**src/rtl/bitslip_pkg.sv**
```systemverilog
// Shared types and helpers for the FCO bitslip alignment controller.
// One-hot state encoding and counter width helper.
package bitslip_pkg;

    typedef enum logic [5:0] {
        ST_STARTUP = 6'b000001,
        ST_CHECK   = 6'b000010,
        ST_SLIP    = 6'b000100,
        ST_SETTLE  = 6'b001000,
        ST_LOCKED  = 6'b010000,
        ST_FAIL    = 6'b100000
    } state_t;

    function automatic int cnt_w(input int n);
        return $clog2(n + 1);
    endfunction

endpackage

```
**src/rtl/tick_counter.sv**
```systemverilog
// Saturating up-counter with clear, load and terminal-count flag.
// done is high while count sits at MAX-1.
module tick_counter
    import bitslip_pkg::*;
#(
    parameter int MAX = 8,
    parameter int W   = cnt_w(MAX)
) (
    input  logic         CLKDIV,
    input  logic         rst_n,
    input  logic         clr,
    input  logic         load,
    input  logic [W-1:0] load_val,
    input  logic         en,
    output logic [W-1:0] count,
    output logic         done
);

    always_ff @(posedge CLKDIV) begin
        if (!rst_n) begin
            count <= '0;
        end else if (clr) begin
            count <= '0;
        end else if (load) begin
            count <= load_val;
        end else if (en && count != W'(MAX)) begin
            count <= count + W'(1);
        end
    end

    assign done = (count == W'(MAX - 1));

endmodule

```
**src/rtl/fco_align_ctrl.sv**
```systemverilog
// Frame-clock bitslip controller: slips all lanes until the FCO word
// matches PATTERN, then monitors for loss of lock.
module fco_align_ctrl
    import bitslip_pkg::*;
#(
    parameter int               WIDTH          = 8,
    parameter logic [WIDTH-1:0] PATTERN        = 8'hF0,
    parameter int               N_LANES        = 4,
    parameter int               STARTUP_CYCLES = 8,
    parameter int               SETTLE_CYCLES  = 8,
    parameter int               VERIFY_CNT     = 4,
    parameter int               LOSS_CNT       = 4,
    parameter int               MAX_SLIPS      = 2 * WIDTH,
    parameter bit               AUTO_RELOCK    = 1'b1,
    parameter int               SW             = cnt_w(MAX_SLIPS)
) (
    input  logic               CLKDIV,
    input  logic               rst_n,
    input  logic               CE,
    input  logic               realign,
    input  logic [WIDTH-1:0]   ISERDES_FCO,
    output logic [N_LANES-1:0] ISERDES_bslip,
    output logic               aligned,
    output logic               align_err,
    output logic               lock_lost,
    output logic [SW-1:0]      slip_count
);

    localparam int SUW = cnt_w(STARTUP_CYCLES);
    localparam int STW = cnt_w(SETTLE_CYCLES);
    localparam int MTW = cnt_w(VERIFY_CNT);
    localparam int LSW = cnt_w(LOSS_CNT);

    state_t         state;
    state_t         nxt;
    logic           match;
    logic           relock;
    logic           loss;
    logic           su_done;
    logic           st_done;
    logic           mt_done;
    logic           ls_done;
    logic           sl_done;
    logic [SUW-1:0] su_cnt;
    logic [STW-1:0] st_cnt;
    logic [MTW-1:0] mt_cnt;
    logic [LSW-1:0] ls_cnt;
    logic           unused_cnt;

    assign match  = (ISERDES_FCO == PATTERN);
    assign relock = realign && (state == ST_LOCKED || state == ST_FAIL);
    assign loss   = (state == ST_LOCKED) && !match && ls_done;

    assign unused_cnt = ^{su_cnt, st_cnt, mt_cnt, ls_cnt, sl_done};

    tick_counter #(.MAX(STARTUP_CYCLES), .W(SUW)) u_startup (
        .CLKDIV   (CLKDIV),
        .rst_n    (rst_n),
        .clr      (state != ST_STARTUP),
        .load     (1'b0),
        .load_val ('0),
        .en       (state == ST_STARTUP && CE),
        .count    (su_cnt),
        .done     (su_done)
    );

    tick_counter #(.MAX(SETTLE_CYCLES), .W(STW)) u_settle (
        .CLKDIV   (CLKDIV),
        .rst_n    (rst_n),
        .clr      (state != ST_SETTLE),
        .load     (1'b0),
        .load_val ('0),
        .en       (state == ST_SETTLE),
        .count    (st_cnt),
        .done     (st_done)
    );

    // Any exit from CHECK discards the partial match run.
    tick_counter #(.MAX(VERIFY_CNT), .W(MTW)) u_match (
        .CLKDIV   (CLKDIV),
        .rst_n    (rst_n),
        .clr      (state != ST_CHECK),
        .load     (1'b0),
        .load_val ('0),
        .en       (state == ST_CHECK && match),
        .count    (mt_cnt),
        .done     (mt_done)
    );

    tick_counter #(.MAX(LOSS_CNT), .W(LSW)) u_loss (
        .CLKDIV   (CLKDIV),
        .rst_n    (rst_n),
        .clr      (state != ST_LOCKED || match),
        .load     (1'b0),
        .load_val ('0),
        .en       (state == ST_LOCKED && !match),
        .count    (ls_cnt),
        .done     (ls_done)
    );

    tick_counter #(.MAX(MAX_SLIPS), .W(SW)) u_slip (
        .CLKDIV   (CLKDIV),
        .rst_n    (rst_n),
        .clr      (relock || (loss && AUTO_RELOCK)),
        .load     (1'b0),
        .load_val ('0),
        .en       (nxt == ST_SLIP),
        .count    (slip_count),
        .done     (sl_done)
    );

    always_ff @(posedge CLKDIV) begin
        if (!rst_n) begin
            state <= ST_STARTUP;
        end else begin
            state <= nxt;
        end
    end

    always_comb begin
        nxt = state;
        unique case (1'b1)
            (state == ST_STARTUP): begin
                if (CE && su_done) nxt = ST_CHECK;
            end
            (state == ST_CHECK): begin
                if (match) begin
                    if (mt_done) nxt = ST_LOCKED;
                end else if (slip_count == SW'(MAX_SLIPS)) begin
                    nxt = ST_FAIL;
                end else begin
                    nxt = ST_SLIP;
                end
            end
            (state == ST_SLIP): begin
                nxt = ST_SETTLE;
            end
            (state == ST_SETTLE): begin
                if (st_done) nxt = ST_CHECK;
            end
            (state == ST_LOCKED): begin
                if (relock || (loss && AUTO_RELOCK)) nxt = ST_CHECK;
            end
            (state == ST_FAIL): begin
                if (relock) nxt = ST_CHECK;
            end
            default: begin
                nxt = ST_STARTUP;
            end
        endcase
    end

    // Outputs follow the next state so they line up with the state register.
    always_ff @(posedge CLKDIV) begin
        if (!rst_n) begin
            ISERDES_bslip <= '0;
            aligned       <= 1'b0;
            align_err     <= 1'b0;
            lock_lost     <= 1'b0;
        end else begin
            ISERDES_bslip <= {N_LANES{nxt == ST_SLIP}};
            aligned       <= (nxt == ST_LOCKED);
            align_err     <= (nxt == ST_FAIL);
            if (relock) begin
                lock_lost <= 1'b0;
            end else if (loss) begin
                lock_lost <= 1'b1;
            end
        end
    end

endmodule

```
**config.mk**
```make
export PLATFORM = sky130hd
export DESIGN_NAME = fco_align_ctrl
export DESIGN_NICKNAME = d
export VERILOG_FILES = /design/src/rtl/bitslip_pkg.sv /design/src/rtl/tick_counter.sv /design/src/rtl/fco_align_ctrl.sv
export SDC_FILE = /design/constraint.sdc
export NUM_CORES = 1
export LEC_CHECK = 0
export ABC_AREA = 1
export BUFFER_PORTS_ARGS = -buffer_cell sky130_fd_sc_hd__buf_2
export CAP_MARGIN = 15
export CORE_ASPECT_RATIO = 1.4
export CORE_UTILIZATION = 63
export CTS_BUF_LIST = sky130_fd_sc_hd__clkbuf_4 sky130_fd_sc_hd__clkbuf_8
export CTS_CLUSTER_SIZE = 16
export DETAILED_ROUTE_END_ITERATION = 10
export PLACE_DENSITY_LB_ADDON = 0.1
export SYNTH_ARGS = -nofsm -noshare
export SYNTH_HDL_FRONTEND = slang
export SYNTH_SLANG_ARGS = --single-unit
export TNS_END_PERCENT = 1
```
**constraint.sdc**
```tcl
create_clock -name CLKDIV -period 2.3 [get_ports CLKDIV]
set_clock_uncertainty 0.2 [all_clocks]
set_input_delay 0 -clock CLKDIV [delete_from_list [all_inputs] [get_ports CLKDIV]]
set_output_delay 0 -clock CLKDIV [all_outputs]
set_load 0.02 [all_outputs]
```
==> flow_metrics.tcl <==
set metrics [dict create \
    final_area_mm2 0.00193 \
    antenna_found_initial 0 \
    cts_setup_buffers 0 \
    layout.nets 305 \
    ys_ff_latch 29 \
    dpl.cell_count 304 \
    clkSlewWorstSetupHoldPaths_ns 0.09 \
    finalCriticalPeriod_ns 2.02 \
    tns_ns 0 \
    worstMarginPinSlew_ns 0.280 \
    core_area_mm2 0.00247 \
    finalCritPeriodShare_pct 87.7 \
    io_pins 24 \
    syn_area_mm2 0.00170 \
    io_buffers 23 \
    globalplace.congestion 0.784 \
    power_density_mw_per_mm2 449 \
    ant_nets 0 \
    route.detailed.drc 0 \
    start_util_pct 68.9 \
    ys_types 26 \
    cap_violations 0 \
    grt_pass1_wl_um 5510 \
    clockBufferDepth 2 \
    rsz0062_at_grt "no" \
    syn_to_final_growth_pct 13.3 \
    grt_pass1_vias 1485 \
    cp-start-kind "flop" \
    die_x_um 45.9 \
    arrival_ns 2.03 \
    final_cell_mix "nand2_1 (55), inv_1 (39), nor2_1 (32), dfxtp_1 (29), buf_2 (23)" \
    setup_violations 0 \
    synth_seq_area_share_pct 34.1 \
    cts_sinks 29 \
    hold_path_class "in2reg" \
    crit_required_ns 2.32 \
    wl_per_cell_um 10.4 \
    grt_usage_pct 25.8 \
    viasPerCell 5.10 \
    fmax_ghz 0.496 \
    clock_latency_ns 0.34 \
    drt-pass1-iter-count 4 \
    critPathMaxFanout 4 \
    placed_area_mm2 0.00183 \
    syn-num-nets 275 \
    overflow 0 \
    hold_viol 0 \
    post_cts_resize_count 0 \
    grt_max_degree 11 \
    first_iter_violations 49 \
    via_count 1613 \
    final_max_slew_viol_count 0 \
    crit_path_end_kind "flop" \
    relSlewSlack_pct 81.3 \
    p_total_uw 867 \
    h-tree-depth 2 \
    yosysWarnings 0 \
    hpwl_um 2470 \
    drt_wl_total_um 3290 \
    max-vdd-ir-drop_v 0.000330 \
    stdcell_count 316 \
    root_buffer "clkbuf_4" \
    antenna_cells 0 \
    path_class "reg2reg" \
    p_leak_nw 0.882 \
    outcome "finished clean" \
    die_y_um 63.5 \
    die_area_mm2 0.00292 \
    drive_gt1_share_pct 18.4 \
    syn_avg_cell_area_um2 6.78 \
    cts_buffers 5 \
    worst_slack_ns 0.282 \
    fp-row-count 21 \
    dp_slack_ns 0.593 \
    cts_tree "yes" \
    syn_inst 251 \
    layout_commonest_cell "nand2_1" \
]
==> logic make-up after synthesis <==
| logic type | after synthesis | share of synthesized area [%] |
|---|---|---|
| XOR/XNOR | 3 | 1.54 |
| adder cells (fa/ha/maj) | 12 | 8.82 |
| AND/OR/NAND/NOR | 126 | 34.4 |
| flip-flops | 29 | 34.1 |
| buffers and inverters | 52 | 12.3 |
| AO/OA/AOI/OAI | 29 | 8.82 |
==> synth_stat cells <==
| master | count | area [µm²] |
|---|---|---|
| inv_4 | 1 | 6.26 |
| inv_1 | 39 | 146 |
| nor2_4 | 1 | 11.3 |
| dfxtp_1 | 29 | 581 |
| nand2_1 | 55 | 206 |
| and2_1 | 1 | 6.26 |
| o21ai_0 | 3 | 15.0 |
| o21ai_1 | 5 | 25.0 |
| a21oi_1 | 19 | 95.1 |
| nand3_2 | 2 | 20.0 |
| nand3_1 | 16 | 80.1 |
| inv_2 | 7 | 26.3 |
| nor3_1 | 2 | 10.0 |
| clkinv_1 | 1 | 3.75 |
| a21boi_1 | 1 | 7.51 |
| clkbuf_1 | 1 | 3.75 |
| ha_1 | 12 | 150 |
| nor2_8 | 1 | 20.0 |
| nand3_4 | 1 | 17.5 |
| buf_4 | 3 | 22.5 |
| nand2_2 | 3 | 18.8 |
| nor2_1 | 32 | 120 |
| nor2_2 | 5 | 31.3 |
| o211ai_1 | 1 | 7.51 |
| xor2_1 | 3 | 26.3 |
| nand4_1 | 7 | 43.8 |
==> routing by layer <==
| metal | GRT usage, % | share of wire (%) | wire length, µm | vias to the layer above |
|---|---|---|---|---|
| li1 | - | - | - | 841 |
| met1 | 25.0 | 41 | 1340 | 715 |
| met4 | 15.8 | 3.4 | 113 | 0 |
| met2 | 46.0 | 51 | 1690 | 42 |
| met3 | 5.16 | 4.3 | 143 | 15 |
| met5 | 0 | 0 | 0 | - |
==> registers in the layout, summed over array words and instances, names as in the netlist, 3 cells and up <==
name             flops
u_startup.count      4
u_match.count        3
state                6
u_slip.count         5
u_loss.count         3
u_settle.count       4
==> worst paths after layout <==
| check | start | to | slack, ns | depth (start not counted) |
|---|---|---|---|---|
| worst max-delay path | state[5]$_SDFF_PN0_ | state[0]$_SDFF_PN1_ | 0.28 | 9 |
| worst min-delay path | ISERDES_FCO[3] | u_match.count[2]$_SDFFE_PP0P_ | 0.04 | 7 |
| worst max register to register | state[5]$_SDFF_PN0_ | state[0]$_SDFF_PN1_ | 0.28 | 9 |
| worst min register to register | lock_lost$_SDFFE_PP0P_ | lock_lost$_SDFFE_PP0P_ | 0.27 | 2 |
==> stage by stage <==
stage	utilization, %	hold slack, ns
after floorplan	-	-0.101
after global placement	74.2	0.0932
after detailed placement	74.2	0.0883
after CTS	78.1	0.0411
after global routing	78.1	0.118
final	78.1	0.0407
==> final cells by class <==
class / count / area, µm²
multi-input cells: 170 / 912
inverters: 48 / 183
clock buffers: 6 / 45.0
well taps: 34 / 42.5
flip-flops and latches: 29 / 581
repair buffers: 27 / 155
fillers: 209 / 542
clock inverters: 2 / 10.0
==> where the power goes <==
group	total, mW	switching (mW)	internal [mW]
Clock	0.311	0.183	0.128
Sequential	0.509	0.00361	0.505
Combinational	0.0473	0.0271	0.0202
Total	0.867	0.213	0.653
==> what timing repair did <==
item	4_1_cts	5_1_grt
endpoints found under the setup margin	0	0
hold buffers	4	0
endpoints found under the hold margin	26	0
==> critical path, stage by stage (launching register included) <==
cell and delay [ns]:
dfxtp_1 0.35, nor2_2 0.18, nand2_2 0.12, inv_2 0.06
nand2_1 0.11, inv_2 0.08, nor2_1 0.04, nand2_1 0.09
o211ai_1 0.09, dlygate4sd3_1 0.59
(Power assumes the default switching activity.)
